<file path="config.mk">
export PLATFORM = sky130hd
export DESIGN_NAME = lfsr_gen_flat
export DESIGN_NICKNAME = d
export VERILOG_FILES = /design/src/rtl/lfsr_gen_if.sv /design/src/rtl/lfsr_gen.sv /design/src/flat_wrapper.sv
export SDC_FILE = /design/constraint.sdc
export NUM_CORES = 1
export LEC_CHECK = 0
export CORE_MARGIN = 8
export CORE_UTILIZATION = 48
export CTS_CLUSTER_DIAMETER = 150
export DETAILED_ROUTE_END_ITERATION = 8
export PLACE_DENSITY = 0.85
export SLEW_MARGIN = 20
export SYNTH_ARGS = -nofsm -noshare
export SYNTH_HDL_FRONTEND = slang
export SYNTH_SLANG_ARGS = --single-unit
</file>
<file path="constraint.sdc">
create_clock -name clk -period 2.29 [get_ports clk]
set_clock_uncertainty 0.15 [all_clocks]
set_input_delay 0.458 -clock clk [delete_from_list [all_inputs] [get_ports clk]]
set_output_delay 0.458 -clock clk [all_outputs]
set_load 0.05 [all_outputs]
</file>
<file path="src/rtl/lfsr_gen_if.sv">
// Control/status bundle for lfsr_gen: step/load/mode controls in, state and
// period-measurement flags out.
interface lfsr_gen_if #(
    parameter int WIDTH = 4
);
    logic             en;
    logic             mode;
    logic             load;
    logic [WIDTH-1:0] load_val;
    logic [WIDTH-1:0] num;
    logic             bit_out;
    logic             wrap;
    logic [WIDTH-1:0] period;
    logic             period_valid;
    logic             lockup;

    modport master (
        output en, mode, load, load_val,
        input  num, bit_out, wrap, period, period_valid, lockup
    );

    modport slave (
        input  en, mode, load, load_val,
        output num, bit_out, wrap, period, period_valid, lockup
    );
endinterface

</file>
<file path="src/rtl/lfsr_gen.sv">
// Parametrised LFSR with run-time Fibonacci/Galois select, seed load,
// zero-state recovery and sequence-period measurement.
module lfsr_gen #(
    parameter int               WIDTH = 4,
    parameter logic [WIDTH-1:0] TAPS  = 4'b0011,
    parameter logic [WIDTH-1:0] SEED  = 4'b1000
) (
    input  logic        clk,
    input  logic        reset,
    lfsr_gen_if.slave   bus
);

    logic [WIDTH-1:0] num;
    logic [WIDTH-1:0] start;
    logic [WIDTH-1:0] step_cnt;
    logic [WIDTH-1:0] period;
    logic             period_valid;
    logic             wrap;
    logic             lockup;

    logic [WIDTH-1:0] gal_mask;
    logic [WIDTH-1:0] fib_nxt;
    logic [WIDTH-1:0] gal_nxt;
    logic [WIDTH-1:0] nxt;

    // Galois mask is TAPS mirrored, so both modes realise the same polynomial
    // and visit a sequence of the same length from any non-zero start.
    for (genvar i = 0; i < WIDTH; i++) begin : g_mirror
        assign gal_mask[i] = TAPS[WIDTH-1-i];
    end

    always_comb begin
        fib_nxt = {^(num & TAPS), num[WIDTH-1:1]};
        gal_nxt = {1'b0, num[WIDTH-1:1]} ^ ({WIDTH{num[0]}} & gal_mask);
        nxt     = bus.mode ? gal_nxt : fib_nxt;
    end

    always_ff @(posedge clk or negedge reset) begin
        if (!reset) begin
            num          <= SEED;
            start        <= SEED;
            step_cnt     <= '0;
            period       <= '0;
            period_valid <= 1'b0;
            wrap         <= 1'b0;
            lockup       <= 1'b0;
        end else if (bus.load) begin
            step_cnt     <= '0;
            period_valid <= 1'b0;
            wrap         <= 1'b0;
            if (bus.load_val == '0) begin
                num    <= SEED;
                start  <= SEED;
                lockup <= 1'b1;
            end else begin
                num    <= bus.load_val;
                start  <= bus.load_val;
                lockup <= 1'b0;
            end
        end else if (bus.en) begin
            if (num == '0) begin
                // Only reachable through state corruption; restart cleanly.
                num      <= SEED;
                step_cnt <= '0;
                wrap     <= 1'b0;
                lockup   <= 1'b1;
            end else begin
                num    <= nxt;
                lockup <= 1'b0;
                if (nxt == start) begin
                    period       <= step_cnt + 1'b1;
                    period_valid <= 1'b1;
                    step_cnt     <= '0;
                    wrap         <= 1'b1;
                end else begin
                    step_cnt <= step_cnt + 1'b1;
                    wrap     <= 1'b0;
                end
            end
        end else begin
            wrap   <= 1'b0;
            lockup <= 1'b0;
        end
    end

    assign bus.num          = num;
    assign bus.bit_out      = num[0];
    assign bus.wrap         = wrap;
    assign bus.period       = period;
    assign bus.period_valid = period_valid;
    assign bus.lockup       = lockup;

endmodule
</file>
<file path="src/flat_wrapper.sv">
// flat-port wrapper written by rule: the top's interface ports become plain ports
module lfsr_gen_flat 
#(
    parameter int               WIDTH = 4,
    parameter logic [WIDTH-1:0] TAPS  = 4'b0011,
    parameter logic [WIDTH-1:0] SEED  = 4'b1000
)
  (clk, reset, bus_en, bus_mode, bus_load, bus_load_val, bus_num, bus_bit_out, bus_wrap, bus_period, bus_period_valid, bus_lockup);
  lfsr_gen_if #(.WIDTH(WIDTH)) bus_i ();
  input  logic clk;
  input  logic reset;
  input wire logic [$bits(bus_i.en)-1:0] bus_en;
  input wire logic [$bits(bus_i.mode)-1:0] bus_mode;
  input wire logic [$bits(bus_i.load)-1:0] bus_load;
  input wire logic [$bits(bus_i.load_val)-1:0] bus_load_val;
  output wire logic [$bits(bus_i.num)-1:0] bus_num;
  output wire logic [$bits(bus_i.bit_out)-1:0] bus_bit_out;
  output wire logic [$bits(bus_i.wrap)-1:0] bus_wrap;
  output wire logic [$bits(bus_i.period)-1:0] bus_period;
  output wire logic [$bits(bus_i.period_valid)-1:0] bus_period_valid;
  output wire logic [$bits(bus_i.lockup)-1:0] bus_lockup;
  assign bus_i.en = bus_en;
  assign bus_i.mode = bus_mode;
  assign bus_i.load = bus_load;
  assign bus_i.load_val = bus_load_val;
  assign bus_num = bus_i.num;
  assign bus_bit_out = bus_i.bit_out;
  assign bus_wrap = bus_i.wrap;
  assign bus_period = bus_i.period;
  assign bus_period_valid = bus_i.period_valid;
  assign bus_lockup = bus_i.lockup;
  lfsr_gen #(.WIDTH(WIDTH), .TAPS(TAPS), .SEED(SEED)) u_core (.clk(clk), .reset(reset), .bus(bus_i));
endmodule
</file>
==> results_dict.tcl <==
set metrics [dict create \
    status "completed" \
    irDropWorstVdd_mv 0.402 \
    timing.final.crit_period_ns 2.16 \
    syn_avg_cell_area_um2 10.7 \
    die_w_um 60.2 \
    yosysSeqAreaShare_pct 50.9 \
    io_pins 21 \
    fmax_ghz 0.463 \
    clk_pin_slew_ns 0.10 \
    grt_usage_pct 12.4 \
    ys_seq_elements 19 \
    firstDrtPassIters 5 \
    routed_wl_um 1990 \
    core_area_um2 1900 \
    grt_max_degree 20 \
    grt_setup_unrepaired "no" \
    postRouteAntennaNets 0 \
    die_y_um 60.2 \
    area_delta_synth_final_pct 34.1 \
    num_vias 725 \
    drive_gt1_share_pct 20.9 \
    grt_pass1_vias 793 \
    drc 0 \
    p_leak_nw 0.567 \
    port_buffers 20 \
    dp_hpwl_um 1620 \
    worst_pin_slew_ns 0.513 \
    cts_root_buf "clkbuf_4" \
    cp.required_ns 1.68 \
    syn_area_um2 940 \
    clock-sinks 19 \
    path_max_fanout 5 \
    setup_viol 0 \
    cts_tree "built" \
    antenna_found_initial 0 \
    numCtsBuffers 3 \
    worstSetupEndpointType "primary output" \
    postCtsHoldBufs 0 \
    slew_viol_final 0 \
    clock_latency_ns 0.30 \
    final_cell_mix "clkdlybuf4s50_1 (18), dfrtp_1 (15), nand2_1 (13), o21ai_0 (8)" \
    post_cts_buffers 0 \
    initial_core_util_pct 49.4 \
    gr-total-overflow 0 \
    grt_first_pass_wirelength_um 3390 \
    synth-async-reset-ratio_pct 100 \
    drv_cap 0 \
    ys_types 31 \
    clk_path_buf_depth 2 \
    syn_nets 99 \
    synth_edf_count 0 \
    routed_via_density 5.11 \
    fin_setup_tns_ns 0 \
    drt_iter0_drc 9 \
    critPathMaxStageDelay_ns 0.82 \
    routabilityCongestion 0.825 \
    slowest_stage "clkdlybuf4s50_1" \
    cts_max_level 1 \
    crit_buf_inv 1 \
    num_rows 16 \
    route.detailed.wl_per_inst_um 14.0 \
    critPathKind "register to primary output" \
    layout_commonest_cell "clkdlybuf4s50_1" \
    power_density_nw_per_um2 706 \
    setup.worst_path.start_class "register" \
    synth.yosys.warnings 0 \
    worstPathCellList "clkdlybuf4s50_1" \
    final_hold_viol_count 0 \
    finalPower_w 0.000889 \
    cp.arrival_ns 1.55 \
    fin_crit_sh_pct 94.4 \
    max_slew_margin_pct 65.7 \
    min_path_type "input pin to async pin" \
    num_antenna_cells 0 \
    ys.flop_type "dfrtp_1" \
    num-nets-final 127 \
    crit_family "buffers and inverters" \
    die_area_um2 3630 \
    syn_inst 88 \
]
==> per-stage QoR <==
step	hold slack, ns	area (um^2)	utilization (%)	instances	setup WS [ns]
after detailed placement	0.337	1230	64.7	138	-0.200
after global routing	0.364	1260	66.3	142	0.0234
after global placement	0.336	1230	64.7	138	-0.137
final	0.331	1260	66.3	142	0.129
after CTS	0.335	1260	66.1	142	0.0365
after floorplan	0.0124	973	-	88	0.00130
==> sequential cells by signal, summed over array words and instances, names as in the netlist <==
name,flops
u_core.bus.lockup,1
u_core.start,4
u_core.bus.wrap,1
u_core.step_cnt,4
u_core.bus.period_valid,1
u_core.bus.period,4
u_core.bus.num,4
==> cell families (layout without fill, tap and decap cells) <==
logic type               count (synthesis)  after routing  synth area share, %
XOR/XNOR                                 8              8                 7.46
AO/OA/AOI/OAI                           17             17                 11.9
flip-flops                              19             19                 50.9
AND/OR/NAND/NOR                         26             26                 14.8
multiplexers                             7              7                 8.39
adder cells (fa/ha/maj)                  2              2                 2.66
buffers and inverters                    9             36                 4.00
==> cells in the mapped netlist, types with 2 or more instances <==
cell type  instances  area [um^2]
dfrtp_1           17          425
dfstp_2            2         52.6
ha_1               2         25.0
inv_1              7         26.3
mux2_2             4         45.0
mux2i_1            2         20.0
nand2_1           13         48.8
nor2_1             3         11.3
nor2b_1            2         12.5
o21ai_0            8         40.0
o311ai_0           2         17.5
xnor2_1            5         43.8
xor2_1             3         26.3
==> where the power goes <==
part           switching (W)  leakage [nW]  total [W]  internal, W
registers          0.0000352         0.238   0.000410     0.000375
clock network      0.0000974        0.0150   0.000165    0.0000678
logic               0.000190         0.313   0.000314     0.000124
total               0.000322         0.567   0.000889     0.000567
==> routing by layer <==
metal / share of wire (%) / global-route usage, % / wire length (um) / up-vias
met2: 47 / 22.0 / 938 / 21
met3: 6.6 / 3.66 / 131 / 2
met5: 0 / 0 / 0 / -
li1: - / - / - / 354
met1: 45 / 13.1 / 905 / 348
met4: 0.95 / 5.10 / 19 / 0
==> final timing paths <==
kind                            cells after the start  slack (ns)                 endpoint          startpoint
worst max-delay path                                1        0.13              bus_bit_out   u_core.bus.num[0]
worst min-delay path                                2        0.33  u_core.bus.period_valid               reset
worst max register to register                      6        0.13     u_core.bus.period[3]   u_core.bus.num[0]
worst min register to register                      2        0.36       u_core.step_cnt[3]  u_core.step_cnt[3]
max in group asynchronous                           2        1.39          u_core.start[3]               reset
min in group clk                                    2        0.36       u_core.step_cnt[3]  u_core.step_cnt[3]
==> worst register-to-register path, cell delays in order (launching register included) <==
cell	delay (ns)
dfrtp_2	0.46
inv_2	0.09
ha_4	0.20
mux2i_2	0.22
xnor2_2	0.14
nor4_4	0.44
mux2_4	0.34
==> repair_timing <==
action	4_1_cts	5_1_grt
gates resized for setup	0	1
endpoints found under the hold margin	0	0
setup endpoints to repair	0	1
==> cell type report <==
cell class                 instances  area (um^2)
fill                             161          642
multi-input combinational         60          455
inverter                           7         26.3
sequential                        19          480
clock buffer                       4         26.3
timing repair buffer              25          238
tap                               27         33.8
Note: power is estimated with default switching activity, not from simulation.
